### src/rtl/dsm_sequencer_pkg.sv
// Shared definitions for the delta-sigma modulator sequencer.
// Holds the sample width, FSM state encoding, pwm code constants and
// the dither LFSR seed/tap mask.
package dsm_sequencer_pkg;

    localparam int unsigned T_BITS = 16;
    localparam int unsigned LFSR_W = 16;

    // Right-shifting Fibonacci form of x^16+x^14+x^13+x^11+1: feedback is
    // the parity of bits 0, 2, 3 and 5, shifted in at bit 15.
    localparam logic [LFSR_W-1:0] LFSR_SEED = 16'hACE1;
    localparam logic [LFSR_W-1:0] LFSR_TAPS = 16'h002D;

    localparam logic [1:0] PWM_ZERO = 2'b00;
    localparam logic [1:0] PWM_POS  = 2'b01;
    localparam logic [1:0] PWM_NEG  = 2'b11;

    typedef enum logic [1:0] {
        ST_IDLE = 2'd0,
        ST_RAMP = 2'd1,
        ST_RUN  = 2'd2,
        ST_MUTE = 2'd3
    } state_t;

    // True in the states where the modulator is released and running.
    function automatic logic is_active(input state_t s);
        return (s == ST_RAMP) || (s == ST_RUN);
    endfunction

endpackage

### src/rtl/dsm_dither_lfsr.sv
// Dither source: 16-bit Fibonacci LFSR, advanced on every clock that
// 'advance' is high, with its low DITH_BITS bits sign-extended to T_BITS.
// Ports:
//   clock, reset   rising-edge clock, synchronous active-high reset
//   advance        step the LFSR this clock
//   dith_c         sign-extended low bits of the current LFSR state
module dsm_dither_lfsr
    import dsm_sequencer_pkg::*;
#(
    parameter int unsigned DITH_BITS = 3
) (
    input  logic              clock,
    input  logic              reset,
    input  logic              advance,
    output logic [T_BITS-1:0] dith_c
);

    logic [LFSR_W-1:0] lfsr_q;
    logic              feedback;
    logic signed [DITH_BITS-1:0] dith_raw;

    assign feedback = ^(lfsr_q & LFSR_TAPS);
    assign dith_raw = $signed(lfsr_q[DITH_BITS-1:0]);
    assign dith_c   = T_BITS'(dith_raw);

    // LFSR state register.
    always_ff @(posedge clock) begin
        if (reset) begin
            lfsr_q <= LFSR_SEED;
        end else if (advance) begin
            lfsr_q <= {feedback, lfsr_q[LFSR_W-1:1]};
        end
    end

endmodule

### src/rtl/dsm_sequencer.sv
// Sequencer for a delta-sigma modulator: buffers one input sample per
// frame of OSR clocks, soft-starts the drive with a shift ramp, watches
// the modulator output for overload and mutes it, and supplies dither.
// Ports:
//   clock, reset        rising-edge clock, synchronous active-high reset
//   enable, dith_en     run request, dither enable (levels)
//   in_data/valid/ready sample input handshake
//   pwm                 modulator output code (00 zero, 01 +, 11 -)
//   vin, dith_o         signed drive and dither to the modulator
//   dsm_rst             hold-reset to the modulator
//   frame_strobe        last cycle of each frame
//   underrun            sticky: a frame started with no pending sample
//   overload            one-cycle pulse on overload detection
//   state_o             current FSM state
module dsm_sequencer
    import dsm_sequencer_pkg::*;
#(
    parameter int unsigned OSR       = 64,
    parameter int unsigned RAMP_SH   = 4,
    parameter int unsigned OVL_LIMIT = 32,
    parameter int unsigned MUTE_CYC  = 256,
    parameter int unsigned DITH_BITS = 3
) (
    input  logic              clock,
    input  logic              reset,
    input  logic              enable,
    input  logic              dith_en,
    input  logic [T_BITS-1:0] in_data,
    input  logic              in_valid,
    output logic              in_ready,
    input  logic [1:0]        pwm,
    output logic [T_BITS-1:0] vin,
    output logic [T_BITS-1:0] dith_o,
    output logic              dsm_rst,
    output logic              frame_strobe,
    output logic              underrun,
    output logic              overload,
    output logic [1:0]        state_o
);

    localparam int unsigned CNT_W  = (OSR > 2) ? $clog2(OSR) : 1;
    localparam int unsigned SH_W   = $clog2(T_BITS) + 1;
    localparam int unsigned OVL_W  = (OVL_LIMIT > 2) ? $clog2(OVL_LIMIT) : 1;
    localparam int unsigned MUTE_W = (MUTE_CYC > 2) ? $clog2(MUTE_CYC) : 1;

    state_t            state_q;
    state_t            state_n;
    logic [CNT_W-1:0]  cnt_q;
    logic [SH_W-1:0]   shift_q;
    logic              pend_full_q;
    logic [T_BITS-1:0] pend_q;
    logic [T_BITS-1:0] cur_q;
    logic [OVL_W-1:0]  ovl_cnt_q;
    logic [1:0]        pwm_prev_q;
    logic [MUTE_W-1:0] mute_cnt_q;
    logic [T_BITS-1:0] dith_c;

    logic active;
    logic handshake;
    logic pwm_match;
    logic ovl_hit;
    logic mute_done;
    logic ramp_done;
    logic load_idle;
    logic enter_ramp;

    // Decodes from registers.
    assign active       = is_active(state_q);
    assign frame_strobe = active && (cnt_q == CNT_W'(OSR - 1));
    assign in_ready     = !pend_full_q || frame_strobe;
    assign handshake    = in_valid && in_ready;
    assign state_o      = state_q;

    // An overload run is a repeated non-zero code; 10 is not a legal code.
    assign pwm_match = (pwm == pwm_prev_q) && ((pwm == PWM_POS) || (pwm == PWM_NEG));
    // Fires on the match that takes the counter to OVL_LIMIT-1.
    assign ovl_hit   = active && pwm_match && (ovl_cnt_q == OVL_W'(OVL_LIMIT - 2));
    assign mute_done = (mute_cnt_q == MUTE_W'(MUTE_CYC - 1));
    assign ramp_done = (shift_q == '0);

    // FSM state register.
    always_ff @(posedge clock) begin
        if (reset) begin
            state_q <= ST_IDLE;
        end else begin
            state_q <= state_n;
        end
    end

    // Next state; enable low wins over overload and frame events.
    always_comb begin
        state_n    = state_q;
        load_idle  = 1'b0;
        enter_ramp = 1'b0;
        if (!enable) begin
            state_n = ST_IDLE;
        end else begin
            case (state_q)
                ST_IDLE: begin
                    state_n   = ST_RAMP;
                    load_idle = 1'b1;
                end
                ST_RAMP: begin
                    if (ovl_hit) begin
                        state_n = ST_MUTE;
                    end else if (frame_strobe && ramp_done) begin
                        state_n = ST_RUN;
                    end
                end
                ST_RUN: begin
                    if (ovl_hit) begin
                        state_n = ST_MUTE;
                    end
                end
                ST_MUTE: begin
                    if (mute_done) begin
                        state_n = ST_RAMP;
                    end
                end
                default: state_n = ST_IDLE;
            endcase
        end
        enter_ramp = (state_n == ST_RAMP) && (state_q != ST_RAMP);
    end

    // Frame counter: free-runs only while staying in RAMP/RUN.
    always_ff @(posedge clock) begin
        if (reset) begin
            cnt_q <= '0;
        end else if (active && is_active(state_n)) begin
            cnt_q <= frame_strobe ? '0 : cnt_q + CNT_W'(1);
        end else begin
            cnt_q <= '0;
        end
    end

    // Ramp attenuation: reloaded on every entry to RAMP, one step per frame.
    always_ff @(posedge clock) begin
        if (reset) begin
            shift_q <= SH_W'(RAMP_SH);
        end else if (enter_ramp) begin
            shift_q <= SH_W'(RAMP_SH);
        end else if ((state_q == ST_RAMP) && frame_strobe && !ramp_done) begin
            shift_q <= shift_q - SH_W'(1);
        end
    end

    // Pending/current sample holding path; later writes take precedence.
    always_ff @(posedge clock) begin
        if (reset) begin
            pend_full_q <= 1'b0;
            pend_q      <= '0;
            cur_q       <= '0;
            underrun    <= 1'b0;
        end else begin
            if (frame_strobe) begin
                if (pend_full_q) begin
                    cur_q <= pend_q;
                end else begin
                    underrun <= 1'b1;
                end
                pend_full_q <= 1'b0;
            end
            if (load_idle) begin
                cur_q       <= pend_q;
                pend_full_q <= 1'b0;
            end
            if (handshake) begin
                pend_q      <= in_data;
                pend_full_q <= 1'b1;
            end
        end
    end

    // Overload run-length detector, idle outside RAMP/RUN.
    always_ff @(posedge clock) begin
        if (reset) begin
            ovl_cnt_q  <= '0;
            pwm_prev_q <= PWM_ZERO;
            overload   <= 1'b0;
        end else begin
            pwm_prev_q <= active ? pwm : PWM_ZERO;
            if (!active || ovl_hit || !pwm_match) begin
                ovl_cnt_q <= '0;
            end else begin
                ovl_cnt_q <= ovl_cnt_q + OVL_W'(1);
            end
            overload <= ovl_hit && enable;
        end
    end

    // Mute dwell counter.
    always_ff @(posedge clock) begin
        if (reset) begin
            mute_cnt_q <= '0;
        end else if (state_q == ST_MUTE) begin
            mute_cnt_q <= mute_cnt_q + MUTE_W'(1);
        end else begin
            mute_cnt_q <= '0;
        end
    end

    // Modulator drive. vin follows the registered state/current one clock
    // later; dsm_rst and dith_o are aligned with the state they belong to.
    always_ff @(posedge clock) begin
        if (reset) begin
            vin     <= '0;
            dsm_rst <= 1'b1;
            dith_o  <= '0;
        end else begin
            case (state_q)
                ST_RAMP: vin <= T_BITS'($signed(cur_q) >>> shift_q);
                ST_RUN:  vin <= cur_q;
                default: vin <= '0;
            endcase
            dsm_rst <= !is_active(state_n);
            dith_o  <= (dith_en && is_active(state_n)) ? dith_c : '0;
        end
    end

    dsm_dither_lfsr #(
        .DITH_BITS (DITH_BITS)
    ) u_dither (
        .clock   (clock),
        .reset   (reset),
        .advance (dith_en),
        .dith_c  (dith_c)
    );

endmodule
### config.mk
export PLATFORM = sky130hd
export DESIGN_NAME = dsm_sequencer
export DESIGN_NICKNAME = d
export VERILOG_FILES = /design/src/rtl/dsm_sequencer_pkg.sv /design/src/rtl/dsm_dither_lfsr.sv /design/src/rtl/dsm_sequencer.sv
export SDC_FILE = /design/constraint.sdc
export NUM_CORES = 1
export LEC_CHECK = 0
export BUFFER_PORTS_ARGS = -buffer_cell sky130_fd_sc_hd__buf_4
export CAP_MARGIN = 25
export CORE_MARGIN = 2
export CORE_UTILIZATION = 50
export CTS_BUF_LIST = sky130_fd_sc_hd__clkbuf_4 sky130_fd_sc_hd__clkbuf_8
export CTS_CLUSTER_SIZE = 16
export DETAILED_ROUTE_END_ITERATION = 6
export PLACE_DENSITY = 0.73
export SYNTH_ARGS = -nofsm -noshare
export SYNTH_HDL_FRONTEND = slang
export SYNTH_SLANG_ARGS = --single-unit
### constraint.sdc
create_clock -name clock -period 2.5 [get_ports clock]
set_input_delay 0.5 -clock clock [delete_from_list [all_inputs] [get_ports clock]]
set_output_delay 0.5 -clock clock [all_outputs]
set_load 0.02 [all_outputs]
======== Word-level counts from Yosys, hierarchy flattened ========
Cells that the tools add are included.
storage, ports and cells
  flip-flop bits (word level) ............. 99
  output and inout port bits .............. 39
  word-level logic and storage cells ...... 89
  input bits .............................. 23
cells by class
  reductions and logical operators ........ 37
  bitwise operators ....................... 5
  add/sub/neg operators ................... 4
  eq/ne operators ......................... 12
  muxes and demuxes ....................... 15
  shift operators ......................... 1
operators by type and width
  kind                                                  number
  2-to-1 mux 16 bit                                     3
  one-hot mux 16 bit (2 select lines)                   1
  parity 16 bit                                         1
  >>> shifter 16 x 5 -> 16 bit                          1
  logical AND 1 bit                                     12
  2-to-1 mux 2 bit                                      5
  OR reduction 2 bit                                    5
  adder 8 x 1 -> 8 bit (second input constant)          1
  equality test 2 bit (second input constant)           4
  equality test 8 bit (second input constant)           1
  one-hot mux 2 bit (4 select lines)                    1
  adder 6 x 1 -> 6 bit (second input constant)          1
  equality test 2 x 1 -> 1 bit (second input constant)  3
  equality test 6 bit (second input constant)           1
  logical OR 1 bit                                      6
  adder 5 x 1 -> 5 bit (second input constant)          1
  equality test 5 bit (second input constant)           1
  zero test 1 bit                                       5
  zero test 5 bit                                       1
  2-to-1 mux 1 bit                                      5
  NOT 1 bit                                             5
  subtractor 5 x 1 -> 5 bit (second input constant)     1
  AND reduction 2 bit                                   2
  nonzero test 2 bit                                    2
  other kinds (5)                                       5

======== Longest topological paths before layout ========
  word-level depth ........................ 13
  depth in mapped cells ................... 13
  depth with buffers taken out ............ 10

======== Cells and area by module ========
A second synthesis with hierarchy kept.
second synthesis, totals
  cell total of the unflattened synthesis .. 551
  area, all modules ....................... 5,037.3 µm²
by module, submodules not included
  module           area an instance (µm²)  cells an instance  seq. area each (µm²)  instances
  dsm_sequencer    4,317.9                 480                1,921.8               1
  dsm_dither_lfsr  719.4                   71                 320.3                 1

======== Worst setup path after synthesis ========
No wires, ideal clock.
  path kind ............................... register to register
  start point ............................. register state_q[0] (netlist: state_o[0])
  end point ............................... register cnt_q[2]
  data required time ...................... 2,435 ps
  path buffers ............................ 0
  period minus slack after synthesis ...... 2,791 ps
  setup time .............................. 65 ps
  cell stages (with the launch flop) ...... 10
  slack ................................... -291 ps
  arrival time ............................ 2,726 ps
  cell sequence ........................... dfxtp_1 inv_1 ha_1 nand4_1 nor2_1 a2111o_1 nand3_1 ha_1 or3_1 nor2_1
on the way
  cells in the longest elaborated chain, start to end .. 13
  elaborated cells between the ends (all ways) .. 21
  classes of those cells .................. 5 x eq/ne; 6 x mux; 1 x bitwise; 9 x reduce/logical
ends and longest elaborated chain
  element                                                                     RTL line                 text
  from (decl)                                                                 dsm_sequencer.sv:46      state_t state_q;
  from (signal assigned)                                                      dsm_sequencer.sv:86      state_q <= state_n;
  equality test 2 x 1 -> 1 bit / equality test 2 bit (equally long branches)  dsm_sequencer_pkg.sv:27  return (s == ST_RAMP) || (s == ST_RUN);
  logical OR 1 bit *                                                          dsm_sequencer_pkg.sv:27
  logical AND 1 bit *                                                         dsm_sequencer.sv:69      assign frame_strobe = active && (cnt_q == CNT_W'(OSR - 1));
  named net frame_strobe                                                      dsm_sequencer.sv:35      output logic frame_strobe,
  logical AND 1 bit                                                           dsm_sequencer.sv:106     end else if (frame_strobe && ramp_done) begin
  2-to-1 mux 2 bit                                                            dsm_sequencer.sv:106
  2-to-1 mux 2 bit                                                            dsm_sequencer.sv:104     if (ovl_hit) begin
  one-hot mux 2 bit (4 select lines)                                          dsm_sequencer.sv:98      case (state_q)
  2-to-1 mux 2 bit                                                            dsm_sequencer.sv:95      if (!enable) begin
  equality test 2 x 1 -> 1 bit / equality test 2 bit (equally long branches)  dsm_sequencer_pkg.sv:27
  logical OR 1 bit                                                            dsm_sequencer_pkg.sv:27
  logical AND 1 bit                                                           dsm_sequencer.sv:130     end else if (active && is_active(state_n)) begin
  NOT 1 bit (no line)                                                         n/a
  OR reduction 3 bit (no line) *                                              n/a
  to (signal assigned)                                                        dsm_sequencer.sv:131     cnt_q <= frame_strobe ? '0 : cnt_q + CNT_W'(1);
  to (decl)                                                                   dsm_sequencer.sv:48      logic [CNT_W-1:0] cnt_q;
The timed path passes the listed nets; every way through them passes the cells marked *.
A chain may end at the register's enable or synchronous reset.

======== Final worst setup path ========
  start point ............................. register state_q[0] (netlist: state_o[0])
  end point ............................... register cnt_q[3]
on the way
  cells in the longest elaborated chain, start to end .. 13
  elaborated cells between the ends (all ways) .. 21
  classes of those cells .................. 5 x eq/ne; 6 x mux; 1 x bitwise; 9 x reduce/logical
ends and longest elaborated chain
  element                                                                     RTL line                                      text
  equality test 2 x 1 -> 1 bit / equality test 2 bit (equally long branches)  dsm_sequencer_pkg.sv:27, dsm_sequencer.sv:98
  logical OR 1 bit                                                            dsm_sequencer_pkg.sv:27
  logical AND 1 bit                                                           dsm_sequencer.sv:69
  logical AND 1 bit                                                           dsm_sequencer.sv:106
  2-to-1 mux 2 bit                                                            dsm_sequencer.sv:106
  2-to-1 mux 2 bit                                                            dsm_sequencer.sv:104
  one-hot mux 2 bit (4 select lines) *                                        dsm_sequencer.sv:98
  2-to-1 mux 2 bit *                                                          dsm_sequencer.sv:95
  named net state_n[0]                                                        dsm_sequencer.sv:47                           state_t state_n;
  equality test 2 x 1 -> 1 bit / equality test 2 bit (equally long branches)  dsm_sequencer_pkg.sv:27
  logical OR 1 bit *                                                          dsm_sequencer_pkg.sv:27
  logical AND 1 bit *                                                         dsm_sequencer.sv:130
  NOT 1 bit (no line) *                                                       n/a
  OR reduction 3 bit (no line) *                                              n/a
Marked as above.

==> flow_metrics.py <==
metrics = {
    "outcome": {
        "status": "finished clean",
    },
    "setup_path": {
        "cp_cell_sequence": "inv_1 -> ha_4 -> and4_4 -> a311oi_1 -> a211oi_1 -> nor2b_1 -> ha_1 -> or3_4 -> nor2_1",
        "crit_family": "simple AND/OR/NAND/NOR gates",
        "cp.arrival_ps": 2700,
        "slowest_delay_ps": 430,
        "crit_buf_inv": 1,
        "crit_path_start_kind": "register",
        "cp-end-kind": "register",
        "worst-setup-path-type": "register to register",
        "cp.required_ps": 2800,
        "critPathMaxFanout": 5,
        "cp_slowest_cell": "or3_4",
    },
    "clocking": {
        "cts_made_buffers": 9,
        "cts_hold_buf": 0,
        "cts_tree": "yes",
        "clkTransAtPathRegs_ps": 100,
        "clockBufferDepth": 2,
        "postCtsSetupBuffers": 0,
        "clock-sinks": 99,
        "ctsHtreeMaxLevel": 3,
        "ctsRootBufferMaster": "clkbuf_8",
        "clk_latency_ps": 360,
    },
    "synth": {
        "ys_warn_count": 0,
        "syn-num-nets": 558,
        "ys_seq_area_share_pct": 41.0,
        "synth_mux_area_share_pct": 12.2,
        "synthArstFlopShare_pct": 0,
        "synthAdderAreaFrac_pct": 3.63,
        "yosys_register_bits": 99,
        "synth_area_um2": 4830,
        "avgSynthCellArea_um2": 9.27,
        "ys.flop_type": "dfxtp_1",
        "synth_xor_area_share_pct": 3.44,
        "synth_compound_area_share_pct": 14.2,
        "synth-simple-area-share_pct": 18.7,
        "synth_edf_count": 0,
        "synth.distinct_cells": 61,
        "synth_top_family_by_area": "simple AND/OR/NAND/NOR gates",
        "syn_inst": 521,
    },
    "global_route": {
        "grt_usage_pct": 20.8,
        "grt-ovfl-total": 0,
        "first_global_vias": 3515,
        "grt_pass1_wl_um": 17200,
        "antenna_found_initial": 0,
        "grt_max_degree": 60,
    },
    "die": {
        "rows": 35,
        "die_x_um": 102,
        "die_h_um": 102,
        "core_um2": 9330,
        "die_area_um2": 10500,
        "initial_core_util_pct": 51.8,
        "io-pin-count": 62,
    },
    "pwr": {
        "p_leak_nw": 2.18,
        "p_per_area_nw_per_um2": 520,
        "ir_drop_mv": 0.280,
    },
    "sta": {
        "tightestPinTransition_ps": 599,
        "fin_crit_sh_pct": 96.0,
        "fmax_mhz": 417,
        "grt_setup_unrepaired": "false",
        "min_period_ps": 2400,
        "max_slew_margin_pct": 60.0,
        "drv_slew": 0,
        "finalSetupViolCount": 0,
        "hold_slack_ps": 361,
        "setup_ws_ps": 99.8,
        "finalHoldViolCount": 0,
        "setup_tns_ps": 0,
        "final.setup_skew_ps": 9.90,
    },
    "routing": {
        "wl_per_cell_um": 15.0,
        "drc_errors": 0,
        "firstDrtPassIters": 5,
        "drt_iter0_drc": 315,
        "ant_nets": 0,
        "routed_wl_um": 10500,
        "vias": 3874,
        "vias_per_cell": 5.53,
    },
    "placed_design": {
        "dp_hpwl_um": 7410,
        "portBuffers": 61,
        "dp_slack_ps": 15.3,
        "globalplace.congestion": 0.968,
    },
    "final_layout": {
        "nets": 604,
        "n_antenna_cell": 0,
        "drive_gt1_share_pct": 21.3,
        "fin_util_pct": 59.2,
        "final_common_cell": "dfxtp_1",
        "syn_to_final_growth_pct": 14.2,
        "layout_common_cells": "97 x dfxtp_1, 78 x buf_4, 62 x nor2_1",
    },
    "hold_path": {
        "hold_class": "input port to register",
    },
    "job": {
        "cap_viol_max_count": 0,
    },
}
registers in the layout (all words and copies together) (netlist names), 2 cells and up:
register,count
pwm_prev_q,2
pend_q,16
cnt_q,6
shift_q,5
dith_o,3
mute_cnt_q,8
ovl_cnt_q,5
u_dither.lfsr_q,16
state_o,2
cur_q,16
vin,16
through the flow:
step | cell area, µm² | total power (W) | instances
floorplan | 4850 | 0.00185 | 521
global placement | 5310 | 0.00193 | 685
detailed placement | 5310 | 0.00194 | 685
CTS | 5500 | 0.00289 | 701
global route | 5520 | 0.00299 | 701
finish | 5520 | 0.00287 | 701
report_power, final:
group | switching [W] | total, W | internal [W]
logic | 0.000135 | 0.000249 | 0.000114
registers | 0.0000342 | 0.00166 | 0.00162
clock network | 0.000581 | 0.000965 | 0.000384
total | 0.000751 | 0.00287 | 0.00212
cells by family after synthesis:
| logic type | Yosys count |
|---|---|
| AND/OR/NAND/NOR | 176 |
| multiplexers | 51 |
| adder cells (fa/ha/maj) | 14 |
| AO/OA/AOI/OAI | 106 |
| buffers and inverters | 56 |
| flip-flops | 99 |
| XOR/XNOR | 19 |
worst paths after layout:
check	from	slack, ps	to	cells past startpoint
max	state_o[0]	100	cnt_q[3]	9
min	pwm[1]	360	pwm_prev_q[1]	2
max reg2reg	state_o[0]	100	cnt_q[3]	9
min reg2reg	cnt_q[0]	460	cnt_q[0]	1
cell usage after synthesis, types with 2 or more instances:
| cell type | instances | area, µm² |
|---|---|---|
| a211o_1 | 8 | 70.1 |
| a211oi_1 | 2 | 15.0 |
| a21o_1 | 3 | 22.5 |
| a21oi_1 | 43 | 215 |
| a221oi_1 | 2 | 17.5 |
| a22oi_1 | 4 | 30.0 |
| a311oi_1 | 4 | 35.0 |
| a31oi_1 | 3 | 18.8 |
| and2_1 | 7 | 43.8 |
| and3_1 | 8 | 50.1 |
| buf_12 | 2 | 40.0 |
| buf_2 | 4 | 20.0 |
| buf_4 | 14 | 105 |
| buf_6 | 4 | 45.0 |
| clkbuf_1 | 18 | 67.6 |
| dfxtp_1 | 99 | 1980 |
| ha_1 | 14 | 175 |
| inv_1 | 11 | 41.3 |
| inv_2 | 2 | 7.51 |
| mux2_2 | 2 | 22.5 |
| mux2i_1 | 43 | 430 |
| mux4_2 | 6 | 135 |
| nand2_1 | 21 | 78.8 |
| nand2b_1 | 4 | 25.0 |
| nand3_1 | 35 | 175 |
| nand4_1 | 4 | 25.0 |
| nor2_1 | 63 | 236 |
| nor2b_1 | 12 | 75.1 |
| nor3_1 | 4 | 20.0 |
| nor3_2 | 3 | 30.0 |
| nor4_1 | 2 | 12.5 |
| o21ai_0 | 19 | 95.1 |
| o21ai_1 | 6 | 30.0 |
| xnor2_1 | 9 | 78.8 |
| xor2_1 | 10 | 87.6 |
timing repair:
action / 4_1_cts / 5_1_grt
cloned: 0 / 0
endpoints found under the setup margin: 4 / 5
resized for setup: 2 / 2
pin swaps: 0 / 0
layer usage:
layer / wire, µm / track usage, %
met3: 734 / 3.56
met5: 0 / 0
met2: 4640 / 31.1
met1: 5010 / 30.1
met4: 123 / 7.49
cell type report:
| class | count | area [µm²] |
|---|---|---|
| clock buffers | 10 | 131 |
| clock inverters | 6 | 48.8 |
| fillers | 831 | 3810 |
| inverters | 13 | 51.3 |
| multi-input cells | 366 | 2560 |
| flip-flops and latches | 99 | 1980 |
| well taps | 129 | 161 |
| repair buffers | 78 | 586 |
Power figures use the tool's default switching activity.
